## config.mk

```make
export PLATFORM = sky130hd
export DESIGN_NAME = pipeline_hazard_controller
export DESIGN_NICKNAME = d
export VERILOG_FILES = /design/src/rtl/pipeline_hazard_controller_pkg.sv /design/src/rtl/pipeline_hazard_controller_fwd_compare.sv /design/src/rtl/pipeline_hazard_controller.sv
export SDC_FILE = /design/constraint.sdc
export NUM_CORES = 1
export LEC_CHECK = 0
export ABC_CLOCK_PERIOD_IN_PS = 2400
export BUFFER_PORTS_ARGS = -buffer_cell sky130_fd_sc_hd__buf_4
export CAP_MARGIN = 25
export CORE_ASPECT_RATIO = 1.5
export CORE_MARGIN = 4
export CORE_UTILIZATION = 30
export CTS_CLUSTER_DIAMETER = 50
export DETAILED_ROUTE_END_ITERATION = 12
export SLEW_MARGIN = 20
export SYNTH_ARGS = -nofsm -noshare
export SYNTH_HDL_FRONTEND = slang
export SYNTH_SLANG_ARGS = --single-unit
```

## constraint.sdc

```tcl
create_clock -name clk -period 2.4 [get_ports clk]
set_input_delay 0.24 -clock clk [delete_from_list [all_inputs] [get_ports clk]]
set_output_delay 0.24 -clock clk [all_outputs]
set_load 0.01 [all_outputs]
```

## src/rtl/pipeline_hazard_controller_pkg.sv

```systemverilog
// Shared LC-3b pipeline types for the hazard controller: opcodes, instruction
// packet, forward selects, controller states and destination decode helpers.
package pipeline_hazard_controller_pkg;

  typedef enum logic [3:0] {
    OP_BR   = 4'h0, OP_ADD = 4'h1, OP_LDB = 4'h2, OP_STB  = 4'h3,
    OP_JSR  = 4'h4, OP_AND = 4'h5, OP_LDR = 4'h6, OP_STR  = 4'h7,
    OP_RTI  = 4'h8, OP_NOT = 4'h9, OP_LDI = 4'hA, OP_STI  = 4'hB,
    OP_JMP  = 4'hC, OP_SHF = 4'hD, OP_LEA = 4'hE, OP_TRAP = 4'hF
  } lc3b_opcode;

  typedef struct packed {
    logic       valid;
    lc3b_opcode opcode;
    logic [2:0] dr;
    logic [2:0] sr1;
    logic [2:0] sr2;
    logic       uses_sr1;
    logic       uses_sr2;
  } lc3b_ipacket;

  typedef enum logic [1:0] {FWD_RF, FWD_MEM, FWD_WB} lc3b_fwd_sel;

  typedef enum logic [1:0] {RUN, MEM_WAIT, IND_WAIT} lc3b_hz_state;

  function automatic logic writes_dr(input lc3b_ipacket p);
    logic w;
    case (p.opcode)
      OP_ADD, OP_AND, OP_NOT, OP_SHF, OP_LDB, OP_LDI, OP_LDR, OP_LEA,
      OP_JSR, OP_TRAP: w = 1'b1;
      default:         w = 1'b0;
    endcase
    return p.valid && w;
  endfunction

  // JSR and TRAP link through R7 regardless of the dr field.
  function automatic logic [2:0] dest_reg(input lc3b_ipacket p);
    return (p.opcode == OP_JSR || p.opcode == OP_TRAP) ? 3'd7 : p.dr;
  endfunction

  function automatic logic is_load(input lc3b_opcode op);
    return op == OP_LDB || op == OP_LDI || op == OP_LDR;
  endfunction

  function automatic logic is_indirect(input lc3b_opcode op);
    return op == OP_LDI || op == OP_STI;
  endfunction

  function automatic logic is_mem_op(input lc3b_ipacket p);
    return p.valid && (is_load(p.opcode) || p.opcode == OP_STB ||
                       p.opcode == OP_STI || p.opcode == OP_STR ||
                       p.opcode == OP_TRAP);
  endfunction

endpackage

```

## src/rtl/pipeline_hazard_controller_fwd_compare.sv

```systemverilog
// Priority comparator for one EX source operand: MEM writer beats WB writer.
module fwd_compare
  import pipeline_hazard_controller_pkg::*;
(
  input  logic [2:0]  src_reg,
  input  lc3b_ipacket mem_packet,
  input  lc3b_ipacket wb_packet,
  output lc3b_fwd_sel sel
);

  always_comb begin
    sel = FWD_RF;
    if (writes_dr(mem_packet) && dest_reg(mem_packet) == src_reg) begin
      sel = FWD_MEM;
    end else if (writes_dr(wb_packet) && dest_reg(wb_packet) == src_reg) begin
      sel = FWD_WB;
    end
  end

  logic unused_fields;
  assign unused_fields = ^{mem_packet.sr1, mem_packet.sr2, mem_packet.uses_sr1,
                           mem_packet.uses_sr2, wb_packet.sr1, wb_packet.sr2,
                           wb_packet.uses_sr1, wb_packet.uses_sr2};

endmodule

```

## src/rtl/pipeline_hazard_controller.sv

```systemverilog
// LC-3b hazard controller: EX forwarding selects, load-use stall, data memory
// hold (including the two-access LDI/STI sequence) and a stall-cycle counter.
module pipeline_hazard_controller
  import pipeline_hazard_controller_pkg::*;
#(
  parameter int CNT_W = 16
) (
  input  logic             clk,
  input  logic             reset,
  input  lc3b_ipacket      id_packet,
  input  lc3b_ipacket      ex_packet,
  input  lc3b_ipacket      mem_packet,
  input  lc3b_ipacket      wb_packet,
  input  logic             dmem_resp,
  output lc3b_fwd_sel      fwd_sel_a,
  output lc3b_fwd_sel      fwd_sel_b,
  output logic             stall_front,
  output logic             stall_ex,
  output logic             stall_mem,
  output logic             bubble_ex,
  output logic             bubble_wb,
  output logic             dmem_phase,
  output logic [CNT_W-1:0] stall_cycles,
  output lc3b_hz_state     state_dbg
);

  lc3b_hz_state     state_q, state_d;
  logic [CNT_W-1:0] stall_cycles_q, stall_cycles_d;
  lc3b_fwd_sel      sel_a_raw, sel_b_raw;
  logic             mem_op, mem_ind, load_use, mem_hold;

  fwd_compare u_fwd_a (
    .src_reg    (ex_packet.sr1),
    .mem_packet (mem_packet),
    .wb_packet  (wb_packet),
    .sel        (sel_a_raw)
  );

  fwd_compare u_fwd_b (
    .src_reg    (ex_packet.sr2),
    .mem_packet (mem_packet),
    .wb_packet  (wb_packet),
    .sel        (sel_b_raw)
  );

  assign mem_op   = is_mem_op(mem_packet);
  assign mem_ind  = mem_op && is_indirect(mem_packet.opcode);
  assign load_use = ex_packet.valid && is_load(ex_packet.opcode) && id_packet.valid &&
                    ((id_packet.uses_sr1 && id_packet.sr1 == ex_packet.dr) ||
                     (id_packet.uses_sr2 && id_packet.sr2 == ex_packet.dr));

  // An LDI/STI first access holds even when it completes, so the pipeline
  // stays put for the indirect access that follows.
  always_comb begin
    state_d  = state_q;
    mem_hold = 1'b0;
    case (state_q)
      RUN: begin
        if (mem_op && !dmem_resp) begin
          mem_hold = 1'b1;
          state_d  = MEM_WAIT;
        end else if (mem_ind) begin
          mem_hold = 1'b1;
          state_d  = IND_WAIT;
        end
      end
      MEM_WAIT: begin
        if (!dmem_resp) mem_hold = 1'b1;
        else            state_d  = mem_ind ? IND_WAIT : RUN;
      end
      IND_WAIT: begin
        if (!dmem_resp) mem_hold = 1'b1;
        else            state_d  = RUN;
      end
      default: state_d = RUN;
    endcase
  end

  // Memory hold outranks load-use; the latter is only honoured in RUN.
  always_comb begin
    stall_front = !reset && (mem_hold || (state_q == RUN && load_use));
    stall_ex    = !reset && mem_hold;
    stall_mem   = !reset && mem_hold;
    bubble_wb   = !reset && mem_hold;
    bubble_ex   = !reset && !mem_hold && state_q == RUN && load_use;
    dmem_phase  = !reset && state_q == IND_WAIT;
    fwd_sel_a   = reset ? FWD_RF : sel_a_raw;
    fwd_sel_b   = reset ? FWD_RF : sel_b_raw;
  end

  always_comb begin
    stall_cycles_d = stall_cycles_q;
    if (stall_front && !(&stall_cycles_q)) stall_cycles_d = stall_cycles_q + 1'b1;
  end

  always_ff @(posedge clk or posedge reset) begin
    if (reset) begin
      state_q        <= RUN;
      stall_cycles_q <= '0;
    end else begin
      state_q        <= state_d;
      stall_cycles_q <= stall_cycles_d;
    end
  end

  assign stall_cycles = stall_cycles_q;
  assign state_dbg    = state_q;

  logic unused_fields;
  assign unused_fields = ^{id_packet.opcode, id_packet.dr, ex_packet.uses_sr1,
                           ex_packet.uses_sr2};

endmodule

```

# == Word-level counts from Yosys, hierarchy flattened ==
# Memory sizes are Yosys's and may differ from the RTL's.
# Index checks and enable logic that the tools add are counted.
# totals
register_bits,18
rom_bits,64
n_memories,4
# op_classes
addsub,1
eq_ne,24
mux,20
reduce_logical,45
# mem_list
name,words,word_bits,rd,rd_clocked_by_memory_dff,wr,line,text
(no name shown),16,1,1,0,0,pipeline_hazard_controller_pkg.sv:28,case (p.opcode)
(no name shown),16,1,1,0,0,pipeline_hazard_controller_pkg.sv:28,
(no name shown),16,1,1,0,0,pipeline_hazard_controller_pkg.sv:28,
(no name shown),16,1,1,0,0,pipeline_hazard_controller_pkg.sv:28,
# ops
op,count
logical AND 1 bit,24
2-to-1 mux 2 bit,11
"equality test 4 x 3 -> 1 bit, second input constant",5
"equality test 4 bit, second input constant",5
equality test 3 bit,6
"adder 16 x 1 -> 16 bit, second input constant",1
AND reduction 16 bit,1
logical OR 1 bit,13
"equality test 4 x 2 -> 1 bit, second input constant",3
2-to-1 mux 3 bit,2
one-hot mux 2 bit (3 select lines),1
2-to-1 mux 1 bit,5
zero test 1 bit,4
"inequality test 2 bit, second input constant",2
"inequality test 3 bit, second input constant",1
AND reduction 3 bit,1
"equality test 2 x 1 -> 1 bit, second input constant",1
"equality test 2 bit, second input constant",1
zero test 2 bit,1
one-hot mux 1 bit (2 select lines),1
OR reduction 2 bit,1

# == Longest topological paths before layout ==
# Gate-level depths: netlist of the first run.
# logic_depth
word_depth,16
depth_mapped,9
mapped_depth_nobuf,9

# == Hierarchy ==
# Synthesis of the first run repeated with hierarchy kept, for this count alone.
# unflattened
cells_unflattened,191
hier_area_um2,1889.3
# by_module_without_submodules
mod,n_inst,cells_each,area_per_inst_um2
pipeline_hazard_controller,1,112,1271.2
fwd_compare (u_fwd_a),1,40,311.5
fwd_compare (u_fwd_b),1,39,306.5

# == Worst setup path before layout of the first run ==
# OpenSTA, ideal clock, no wires.
# synth_timing
path_type,register to register
start,"reg state_q[0], in the netlist state_dbg[0]"
end,"reg stall_cycles_q[14], in the netlist stall_cycles[14]"
arrival_time_ns,1.898
t_required_ns,2.272
path_slack_ns,0.375
stages_incl_launch_ff,9
cell_sequence,dfrtp_1 -> inv_1 -> ha_1 -> inv_1 -> nor3_1 -> a21oi_4 -> a2bb2oi_4 -> nor3_2 -> mux2_1
# synth_via
elab_chain_len,6
# synth_rtl
item,line,text
"start, declared",pipeline_hazard_controller.sv:27,"lc3b_hz_state state_q, state_d;"
"start signal, assigned",pipeline_hazard_controller.sv:101,state_q <= state_d;
equality test 2 bit or equality test 2 x 1 -> 1 bit (tied branches),pipeline_hazard_controller.sv:57,case (state_q)
OR reduction 2 bit (no source line),n/a,
one-hot mux 1 bit (2 select lines),pipeline_hazard_controller.sv:57,
logical OR 1 bit *,pipeline_hazard_controller.sv:81,stall_front = !reset && (mem_hold || (state_q == RUN && load_use));
logical AND 1 bit *,pipeline_hazard_controller.sv:81,
logical AND 1 bit *,pipeline_hazard_controller.sv:93,if (stall_front && !(&stall_cycles_q)) stall_cycles_d = stall_cycles_q + 1'b1;
"end signal, assigned",pipeline_hazard_controller.sv:102,stall_cycles_q <= stall_cycles_d;
"end, declared",pipeline_hazard_controller.sv:28,"logic [CNT_W-1:0] stall_cycles_q, stall_cycles_d;"
# Mark *: on every way between the ends. The rest lies on a longest branch, timed or not.
# A chain may end at the register's enable or synchronous reset.

# == Worst setup path after layout of the first run ==
# layout_timing
start,"reg state_q[0], in the netlist state_dbg[0]"
end,out stall_front
# layout_via
elab_chain_len,5
# layout_rtl
item,line,text
equality test 2 bit or equality test 2 x 1 -> 1 bit (tied branches),pipeline_hazard_controller.sv:57,
OR reduction 2 bit (no source line),n/a,
one-hot mux 1 bit (2 select lines),pipeline_hazard_controller.sv:57,
logical OR 1 bit *,pipeline_hazard_controller.sv:81,
logical AND 1 bit *,pipeline_hazard_controller.sv:81,
"end, declared",pipeline_hazard_controller.sv:17,"output logic stall_front,"
# Marks and branches as above.

==> results of run 1 <==
[flip-flops by register name (all words and copies together) (netlist names)]
| name | count |
|---|---|
| stall_cycles | 16 |
| state_dbg | 2 |
[timing repair]
action,in CTS,in global routing
setup buffers,0,3
endpoints found under the setup margin,0,1
resized for setup,0,1
[cells in the final DEF (no fill, tap or decap), drive strengths merged, types with 4 or more instances in the layout]
master,count
nand3,9
mux2,6
xor2,12
nand2b,4
inv,10
clkbuf,4
dfrtp,18
nor2,12
and2,4
buf,73
a21oi,8
nand2,15
ha,11
nor3,12
xnor2,13
nand4,7
[cell type report]
type	instances	share of cell area, %
Sequential cell	18	19.8
Clock buffer	4	2.42
Multi-Input combinational cell	145	48.4
Timing Repair Buffer	73	24.1
Tap cell	68	3.74
Inverter	10	1.65
[how the worst max path moves through the flow]
stage / to / cells past startpoint
after CTS: stall_front / 8
after detailed placement: fwd_sel_b[0] / 10
after global placement: fwd_sel_b[0] / 9
after floorplan: stall_cycles[14] / 8
final: stall_front / 8
after global routing: stall_front / 7
[through the flow]
step | cells | hold WS (ns) | cell area (um2)
final | 318 | 0.00894 | 2280
after global routing | 318 | 0.0305 | 2280
after CTS | 315 | 0.0191 | 2250
after detailed placement | 311 | 0.289 | 2190
after floorplan | 175 | 0.197 | 1600
after global placement | 311 | 0.295 | 2190
[critical path: cells and delay by family, from the launching register on]
| kind | cells | cell delay, ns |
|---|---|---|
| compound gates | 2 | 0.46 |
| fa+ha+maj | 1 | 0.23 |
| buf+inv | 4 | 0.49 |
| flops | 1 | 0.43 |
| simple gates | 1 | 0.08 |
[cells in the mapped netlist (2+ instances only)]
| cell | instances | area, um2 |
|---|---|---|
| mux2_2 | 3 | 33.8 |
| nand2_1 | 15 | 56.3 |
| nor2b_1 | 3 | 18.8 |
| o21ai_0 | 2 | 10.0 |
| and2_1 | 3 | 18.8 |
| nor2_4 | 2 | 22.5 |
| o22ai_1 | 3 | 18.8 |
| nand4_1 | 7 | 43.8 |
| and3_1 | 3 | 18.8 |
| nor2_1 | 9 | 33.8 |
| a21oi_1 | 6 | 30.0 |
| nor3_1 | 11 | 55.1 |
| xnor2_1 | 13 | 114 |
| xor2_1 | 12 | 105 |
| mux2_4 | 2 | 30.0 |
| a31oi_1 | 2 | 12.5 |
| buf_4 | 2 | 15.0 |
| inv_1 | 9 | 33.8 |
| nand3_1 | 9 | 45.0 |
| a22oi_1 | 2 | 15.0 |
| nor3b_1 | 2 | 15.0 |
| dfrtp_1 | 18 | 450 |
| mux2i_1 | 3 | 30.0 |
| ha_1 | 11 | 138 |
| nand2b_1 | 4 | 25.0 |
[metal layers]
| layer | track usage (%) | vias up |
|---|---|---|
| li1 | - | 770 |
| met1 | 13.0 | 714 |
| met2 | 23.3 | 34 |
| met3 | 1.27 | 2 |
| met4 | 2.50 | 0 |
| met5 | 0 | - |
[cell families (layout without fill, tap and decap cells)]
family	after synthesis	count (layout)	synth area share [%]
AOI/OAI and AO/OA	23	23	12.7
and+or+nand+nor	77	77	27.0
xor gates and xnor gates	25	25	13.7
DFF	18	18	28.2
adders and majority gates	11	11	8.61
muxes	9	9	6.57
buffers and inverters	12	87	3.29
[power by group through the flow]
stage          clock [uW]  combinational [uW]  sequential (uW)
2_1_floorplan           0                 302              439
3_3_place_gp            0                 541              430
6_report              245                 564              426
4_1_cts               249                 550              426
5_1_grt               264                 621              438
3_5_place_dp            0                 548              431
==> summary.md, run 1 <==
| Metric | Value |
|---|---|
| Net Count, Synth | 253 |
| Syn Inst Count | 175 |
| Detailed-route wire length | 4010 um |
| Clock power share | 19.8% |
| Detailed Route Iter0 Violations | 20 |
| DIE WIDTH | 67.6 um |
| Int Pwr | 795 uW |
| CTS tree | done |
| WL met1 | 1540 um |
| Total CTS buffers | 3 |
| Setup Skew | 0.000716 ns |
| Setup WS pre-CTS | 0.225 ns |
| Number of synthesized flops with an enable pin | 0 |
| Area grow syn2layout | 42.4% |
| Die Area | 0.00659 mm2 |
| Flops & latches, synth | 18 |
| Power, Total | 1230 uW |
| Sequential cell area | 450 um2 |
| Row count | 32 |
| CTS Root Cell | clkbuf_8 |
| Post-Syn Area | 0.00160 mm2 |
| Final hold vios | 0 |
| Number of setup violations in the final report | 0 |
| Tcrit/Tclk final | 91.3% |
| Predominant post-synthesis flop cell | dfrtp_1 |
| Peak Freq | 0.456 GHz |
| Largest net degree at the start of global routing | 13 |
| WP data arrival | 1.95 ns |
| Vias in the first global route | 1495 |
| Max Used Layer | met4 |
| Nets | 329 |
| Worst r2r src | state_dbg[0] |
| Tmin final | 2.19 ns |
| Slew margin rel. | 62.3% |
| Peak VDD IR | 485 uV |
| Hold crit path type | input pin to async pin |
| Port Buffers | 69 |
| Post-route ant nets | 0 |
| Power Density | 542 mW/mm2 |
| Average size of a mapped cell | 9.14 um2 |
| Synth async-reset ratio | 100% |
| Clock transition at the registers of the reported paths | 0.07 ns |
| Register area share after synthesis | 28.2% |
| Cell count of the worst reg-to-reg path | 9 |
| Share of cells above drive strength 1 | 38.8% |
| Worst slew pin tran | 0.563 ns |
| DP HPWL | 3370 um |
| Flop pwr share | 34.5% |
| Layout Utilization | 44.1% |
| Die height | 97.4 um |
| Grt ovf | 0 |
| Antenna cell count | 0 |
| CP startpoint | state_dbg[0] |
| Routed vias | 1520 |
| Status | finished, final reports clean |
| Switching Power | 439 uW |
| Fin Setup TNS | 0 ns |
| Filler cell count | 529 |
| Sw Share | 35.6% |
| Worst-Skew Late Latency | 0.25 ns |
| GP Congestion | 0.759 |
| Setup CP Type | flop to output port |
| Most used cell, CP | inv_1 |
| Static leakage | 0.00110 uW |
| Hold Buf Count CTS | 0 |
| Critical-path cell list | inv_1 -> ha_1 -> inv_1 -> nor3_2 -> a21oi_4 -> a2bb2oi_4 -> inv_2 -> buf_4 |
| Vias/cell | 4.78 |
| Clock Tree Buf Depth | 2 |
| Final WS setup | 0.208 ns |
| GRT Resource Usage Total | 12.0% |
| Worst EP required | 2.16 ns |
| Startpoint Class | flop |
| Antenna violations before repair | 0 |
| RSZ-0062 raised after global routing | false |
| Yosys warning count | 0 |
| Avg WL per Cell | 12.6 um |
| First-pass GRT wire length | 6380 um |
| CP max FO | 7 |
| Max Cap Viol | 0 |
| # IOs | 95 |
| Starting Density | 31.0% |
| Cell variety after synth | 44 |
| Slew Limit Fails | 0 |
| Metal2 WL | 2250 um |
| R2r endpoint | stall_cycles[14] |
| Met3 wire len | 201 um |
| CP max stage delay | 0.43 ns |
| Multi-input gate area | 0.00110 mm2 |
| Crit. End Element | output port |
| Reg2reg setup slack | 0.23 ns |
| Core Area | 0.00516 mm2 |
| DRC viols | 0 |
| Clk sinks | 18 |
| Combinational Power Share | 45.7% |
| CP max stage cell | dfrtp_1 |
| TritonRoute pass-1 iters | 4 |
| Depth of the CTS H-tree | 1 |
(Power assumes the default switching activity.)
==> run 2: changes to the inputs <==
- SYNTH_HIERARCHICAL: unset -> 1
==> run 2 against run 1 <==
Net effect: combinational power grew 18%; setup slack worse by 0.00057 ns; utilization is 2.6 points lower; synthesized area is 18% higher; cell area is 12% higher; sequential power shrank 1%; synthesized cell count rose by 9.1%; wire length grew 15%; clock power hardly changed; clock skew is 0.0035 ns higher; fmax is essentially flat; critical path type unchanged; critical endpoint unchanged; largest power group unchanged; highest routed layer unchanged.
==> summary.md, run 2 <==
| Metric | Value |
|---|---|
| Status | finished, final reports clean |
| Critical-path cell list | inv_1 -> ha_1 -> nand2b_1 -> o311a_4 -> nor4_4 -> buf_12 -> or2_1 -> buf_4 |
| First-pass GRT wire length | 7920 um |
| Slew Limit Fails | 0 |
| Power, Total | 1330 uW |
| Metal2 WL | 2330 um |
| Multi-input gate area | 0.00133 mm2 |
| Max Cap Viol | 0 |
| Clock Tree Buf Depth | 2 |
| Net Count, Synth | 271 |
| Layout Utilization | 41.5% |
| Clock power share | 18.2% |
| Predominant post-synthesis flop cell | dfrtp_1 |
| Detailed Route Iter0 Violations | 59 |
| Cell variety after synth | 53 |
| Met3 wire len | 313 um |
| Top post-synthesis cells by count | 21 x xnor2_1, 18 x dfrtp_1, 17 x inv_1 |
| Power Density | 523 mW/mm2 |
| Hold crit path type | input pin to async pin |
| Worst r2r src | state_dbg[1] |
| # IOs | 95 |
| Total CTS buffers | 3 |
| Sw Share | 38.0% |
| GP Congestion | 0.764 |
| Post-Syn Area | 0.00189 mm2 |
| Post-route ant nets | 0 |
| WL met1 | 1910 um |
| CTS tree | done |
| Port Buffers | 69 |
| Row count | 35 |
| Detailed-route wire length | 4620 um |
| WP data arrival | 1.95 ns |
| Tmin final | 2.19 ns |
| Depth of the CTS H-tree | 1 |
| DP HPWL | 3720 um |
| Die height | 105 um |
| Share of the synthesized area in the top cell type | 23.8% |
| Peak VDD IR | 437 uV |
| CP max FO | 19 |
| Clk sinks | 18 |
| Tcrit/Tclk final | 91.4% |
| Average size of a mapped cell | 9.89 um2 |
| Setup CP Type | flop to output port |
| Register area share after synthesis | 23.8% |
| Flops & latches, synth | 18 |
| Startpoint Class | flop |
| Hold Buf Count CTS | 0 |
| Static leakage | 0.00120 uW |
| CP max stage cell | dfrtp_1 |
| Grt ovf | 0 |
| Resized Gates After CTS | 0 |
| Die Area | 0.00766 mm2 |
| Most numerous cell in the Yosys netlist | xnor2_1 |
| Cell count of the worst reg-to-reg path | 8 |
| CP max stage delay | 0.44 ns |
| Worst EP required | 2.16 ns |
| Post-DP Area | 0.00249 mm2 |
| Setup Skew | 0.00418 ns |
| Most frequent cells in the layout | 71 x buf_4, 21 x xnor2_1, 18 x dfrtp_1, 17 x inv_1, 13 x ha_1 |
| Combinational Power Share | 50.2% |
| Final hold slack | 0.108 ns |
| Design Area, Final | 0.00254 mm2 |
| Fin Setup TNS | 0 ns |
| Worst-Skew Late Latency | 0.25 ns |
| Slew margin rel. | 72.0% |
| Int Pwr | 824 uW |
| Share of cells above drive strength 1 | 37.9% |
| Flop pwr share | 31.6% |
| Nets | 342 |
| Number of synthesized flops with an enable pin | 0 |
| WP buf/inv | 3 |
| Top post-synthesis cells by area | dfrtp_1 24%, xnor2_1 9.7%, ha_1 8.6% |
| Number of setup violations in the final report | 0 |
| RSZ-0062 raised after global routing | false |
| Most common cell after layout, fill and taps aside | buf_4 |
| Vias/cell | 5.17 |
| DRC viols | 0 |
| Antenna violations before repair | 0 |
| Final hold vios | 0 |
| Peak Freq | 0.456 GHz |
| Largest net degree at the start of global routing | 20 |
| DIE WIDTH | 72.8 um |
| Yosys warning count | 6 |
| Syn Inst Count | 191 |
| Area grow syn2layout | 34.6% |
| GRT Resource Usage Total | 12.3% |
| Starting Density | 30.8% |
| TritonRoute pass-1 iters | 5 |
| Crit. End Element | output port |
| CTS Root Cell | clkbuf_8 |
| Synth async-reset ratio | 100% |
| Clock transition at the registers of the reported paths | 0.06 ns |
| CP delay by family, top | flip-flops |
| Yosys top cell by area | dfrtp_1 |
| Core Area | 0.00613 mm2 |
| Reg2reg setup slack | 0.41 ns |
| Post-CTS setup buffers | 0 |
| Routed vias | 1732 |
| R2r endpoint | stall_cycles[1] |
| Worst slew pin tran | 0.419 ns |
| Max reg flops | 16 |
| Switching Power | 505 uW |
| Filler cell count | 622 |
| Sequential cell area | 450 um2 |
| Antenna cell count | 0 |
| Vias in the first global route | 1773 |
| Max Used Layer | met4 |
| Avg WL per Cell | 13.8 um |
## run 2: worst reg2reg max path, cell delays in order, from the launching register on
cell and delay [ns]:
dfrtp_1 0.44, inv_1 0.09, ha_1 0.28, nand2b_1 0.07, o311a_4 0.15, nor4_4 0.26, buf_12 0.20, o21ai_2 0.09
mux2_1 0.31
## run 2: worst max-delay path by stage
stage,startpoint,endpoint,slack (ns),cells past startpoint
detailed placement,mem_packet[11],fwd_sel_a[0],0.33,9
global placement,mem_packet[11],fwd_sel_a[0],0.34,9
CTS,state_dbg[1],stall_front,0.18,8
global route,state_dbg[1],stall_front,0.02,8
finish,state_dbg[1],stall_front,0.21,8
floorplan,state_dbg[0],stall_front,0.42,7
## run 2: cell families (layout without fill, tap and decap cells)
family / count (synthesis) / in the layout / synth area share [%]
adders and majority gates: 13 / 13 / 8.61
and+or+nand+nor: 50 / 50 / 18.1
buffers and inverters: 23 / 93 / 5.83
muxes: 13 / 13 / 7.75
AOI/OAI and AO/OA: 51 / 51 / 25.2
xor gates and xnor gates: 23 / 23 / 10.7
DFF: 18 / 18 / 23.8
## run 2: metal layers
metal,global-route usage (%),vias to the layer above
met5,0,-
met3,2.41,4
met1,14.4,819
met2,22.5,51
li1,-,858
met4,2.51,0
## run 2: area by class of cell
cell class / instances / area share [%]
flip-flops and latches: 18 / 17.7
multi-input cells: 150 / 52.2
clock buffers: 4 / 2.16
well taps: 74 / 3.64
inverters: 17 / 2.51
repair buffers: 72 / 21.7
## run 2: power by group through the flow
stage,registers (uW),clock network (uW),logic [uW]
after CTS,420,252,681
final,420,242,668
after global placement,421,0,673
after global routing,430,266,743
after floorplan,431,0,400
after detailed placement,424,0,679
## run 2: per-stage QoR
step                cells  setup slack [ns]
floorplan             191             0.416
global placement      331             0.343
detailed placement    331             0.333
CTS                   335             0.176
global route          335            0.0203
finish                335             0.207
==> run 3: changes to the inputs <==
- CORE_UTILIZATION: 30 -> 46
- PLACE_DENSITY: unset -> 0.81
==> run 3 against run 2 <==
Net effect: clock power is essentially flat; count of clock-buffer cells in the layout is the same; clock skew shrank 0.0031 ns; highest routed layer unchanged; via count shrank 0.35%; power shrank 0.22%; non-clock buffer count is the same; first-iteration DRC count grew 76%; wire length shrank 1.3%; utilization grew 22 points; sequential power is essentially flat.
==> summary.md, run 3 (synthesis gave the netlist of run 2 again) <==
| Metric | Value |
|---|---|
| Final hold vios | 0 |
| Largest net degree at the start of global routing | 20 |
| CP delay by family, top | simple AND/OR/NAND/NOR gates |
| # IOs | 95 |
| TritonRoute pass-1 iters | 4 |
| Number of setup violations in the final report | 0 |
| First-pass GRT wire length | 7460 um |
| Post-route ant nets | 0 |
| Static leakage | 0.00120 uW |
| CP max FO | 19 |
| CP max stage cell | dfrtp_1 |
| Startpoint Class | flop |
| Peak VDD IR | 542 uV |
| Clock Tree Buf Depth | 2 |
| CP max stage delay | 0.43 ns |
| Fin Setup TNS | 0 ns |
| Sequential cell area | 450 um2 |
| Most frequent cells in the layout | 71 x buf_4, 21 x xnor2_1, 18 x dfrtp_1, 17 x inv_1, 13 x ha_1 |
| Status | finished, final reports clean |
| Most common cell after layout, fill and taps aside | buf_4 |
| Worst slew pin tran | 0.469 ns |
| Clock transition at the registers of the reported paths | 0.06 ns |
| Antenna violations before repair | 0 |
| Detailed Route Iter0 Violations | 104 |
| Avg WL per Cell | 14.9 um |
| Tmin final | 2.21 ns |
| Power Density | 529 mW/mm2 |
| Setup Skew | 0.00112 ns |
| Slew Limit Fails | 0 |
| Grt ovf | 0 |
| Total CTS buffers | 3 |
| CTS Root Cell | clkbuf_8 |
| Area grow syn2layout | 32.7% |
| DP HPWL | 3670 um |
| GRT Resource Usage Total | 18.1% |
| GP Congestion | 0.899 |
| Critical-path cell list | inv_1 -> ha_1 -> nand2b_1 -> o311a_4 -> nor4_4 -> buf_12 -> or2_1 -> buf_4 |
| WP data arrival | 1.97 ns |
| Die Area | 0.00522 mm2 |
| Worst r2r src | state_dbg[1] |
| WP buf/inv | 3 |
| Detailed-route wire length | 4560 um |
| Worst-Skew Late Latency | 0.25 ns |
| Resized Gates After CTS | 0 |
| Post-DP Area | 0.00245 mm2 |
| RSZ-0062 raised after global routing | false |
| Reg2reg setup slack | 0.39 ns |
| Row count | 28 |
| Max Cap Viol | 0 |
| Clk sinks | 18 |
| Share of cells above drive strength 1 | 37.9% |
| Setup CP Type | flop to output port |
| Routed vias | 1726 |
| DRC viols | 0 |
| Post-CTS setup buffers | 0 |
| Multi-input gate area | 0.00133 mm2 |
| Die height | 86.5 um |
| Design Area, Final | 0.00251 mm2 |
| CTS tree | done |
| Crit. End Element | output port |
| Depth of the CTS H-tree | 1 |
| Tcrit/Tclk final | 92.2% |
| Max reg flops | 16 |
| Worst EP required | 2.16 ns |
| Hold crit path type | input pin to async pin |
| Vias/cell | 5.64 |
| DIE WIDTH | 60.3 um |
| Antenna cell count | 0 |
| Filler cell count | 351 |
| Core Area | 0.00396 mm2 |
| Slew margin rel. | 68.3% |
| Starting Density | 47.7% |
| Port Buffers | 69 |
| Peak Freq | 0.452 GHz |
| Cell count of the worst reg-to-reg path | 8 |
| Hold Buf Count CTS | 0 |
| Nets | 342 |
| R2r endpoint | stall_cycles[1] |
| Vias in the first global route | 1635 |
==> run 3: worst reg2reg max path, delay by kind of cell (launching register included) <==
family	cells	cell delay (ns)
buffers and inverters	2	0.29
AOI/OAI and AO/OA	2	0.23
adders and majority gates	1	0.28
DFF	1	0.43
muxes	1	0.31
and+or+nand+nor	2	0.36
==> run 3: worst max-delay path by stage <==
stage	slack, ns	to	from	cells past startpoint
after CTS	0.15	stall_front	state_dbg[0]	8
final	0.19	stall_front	state_dbg[1]	8
after global placement	0.35	fwd_sel_a[0]	mem_packet[11]	9
after detailed placement	0.33	fwd_sel_a[0]	mem_packet[11]	9
after global routing	0.05	stall_front	state_dbg[0]	8
after floorplan	0.42	stall_front	state_dbg[0]	7
==> run 3: report_power, final <==
group	internal (uW)	total (uW)	switching, uW
clock	146	242	95.9
sequential	351	419	67.9
combinational	328	666	338
total	824	1330	502
==> run 3: routing by layer <==
metal	global-route usage, %	share of wire (%)
met1	21.3	38
met2	33.1	55
met3	3.13	6.0
met4	4.44	0.88
met5	0	0
==> run 3: layout make-up <==
cell class                      instances  share of cell area (%)
Sequential cell                        18                    18.0
Clock buffer                            4                    2.20
Multi-Input combinational cell        150                    53.0
Tap cell                               45                    2.25
Inverter                               17                    2.54
Timing Repair Buffer                   72                    22.1
==> run 3: per-stage QoR <==
stage / util (%) / setup WS (ns) / hold slack, ns / instances / total power (uW)
6_report: 63.3 / 0.188 / 0.0925 / 306 / 1330
5_1_grt: 63.3 / 0.0474 / 0.0933 / 306 / 1430
2_1_floorplan: - / 0.416 / 0.187 / 191 / 830
4_1_cts: 63.3 / 0.154 / 0.0945 / 306 / 1340
3_5_place_dp: 61.9 / 0.331 / 0.369 / 302 / 1100
3_3_place_gp: 61.9 / 0.354 / 0.371 / 302 / 1080
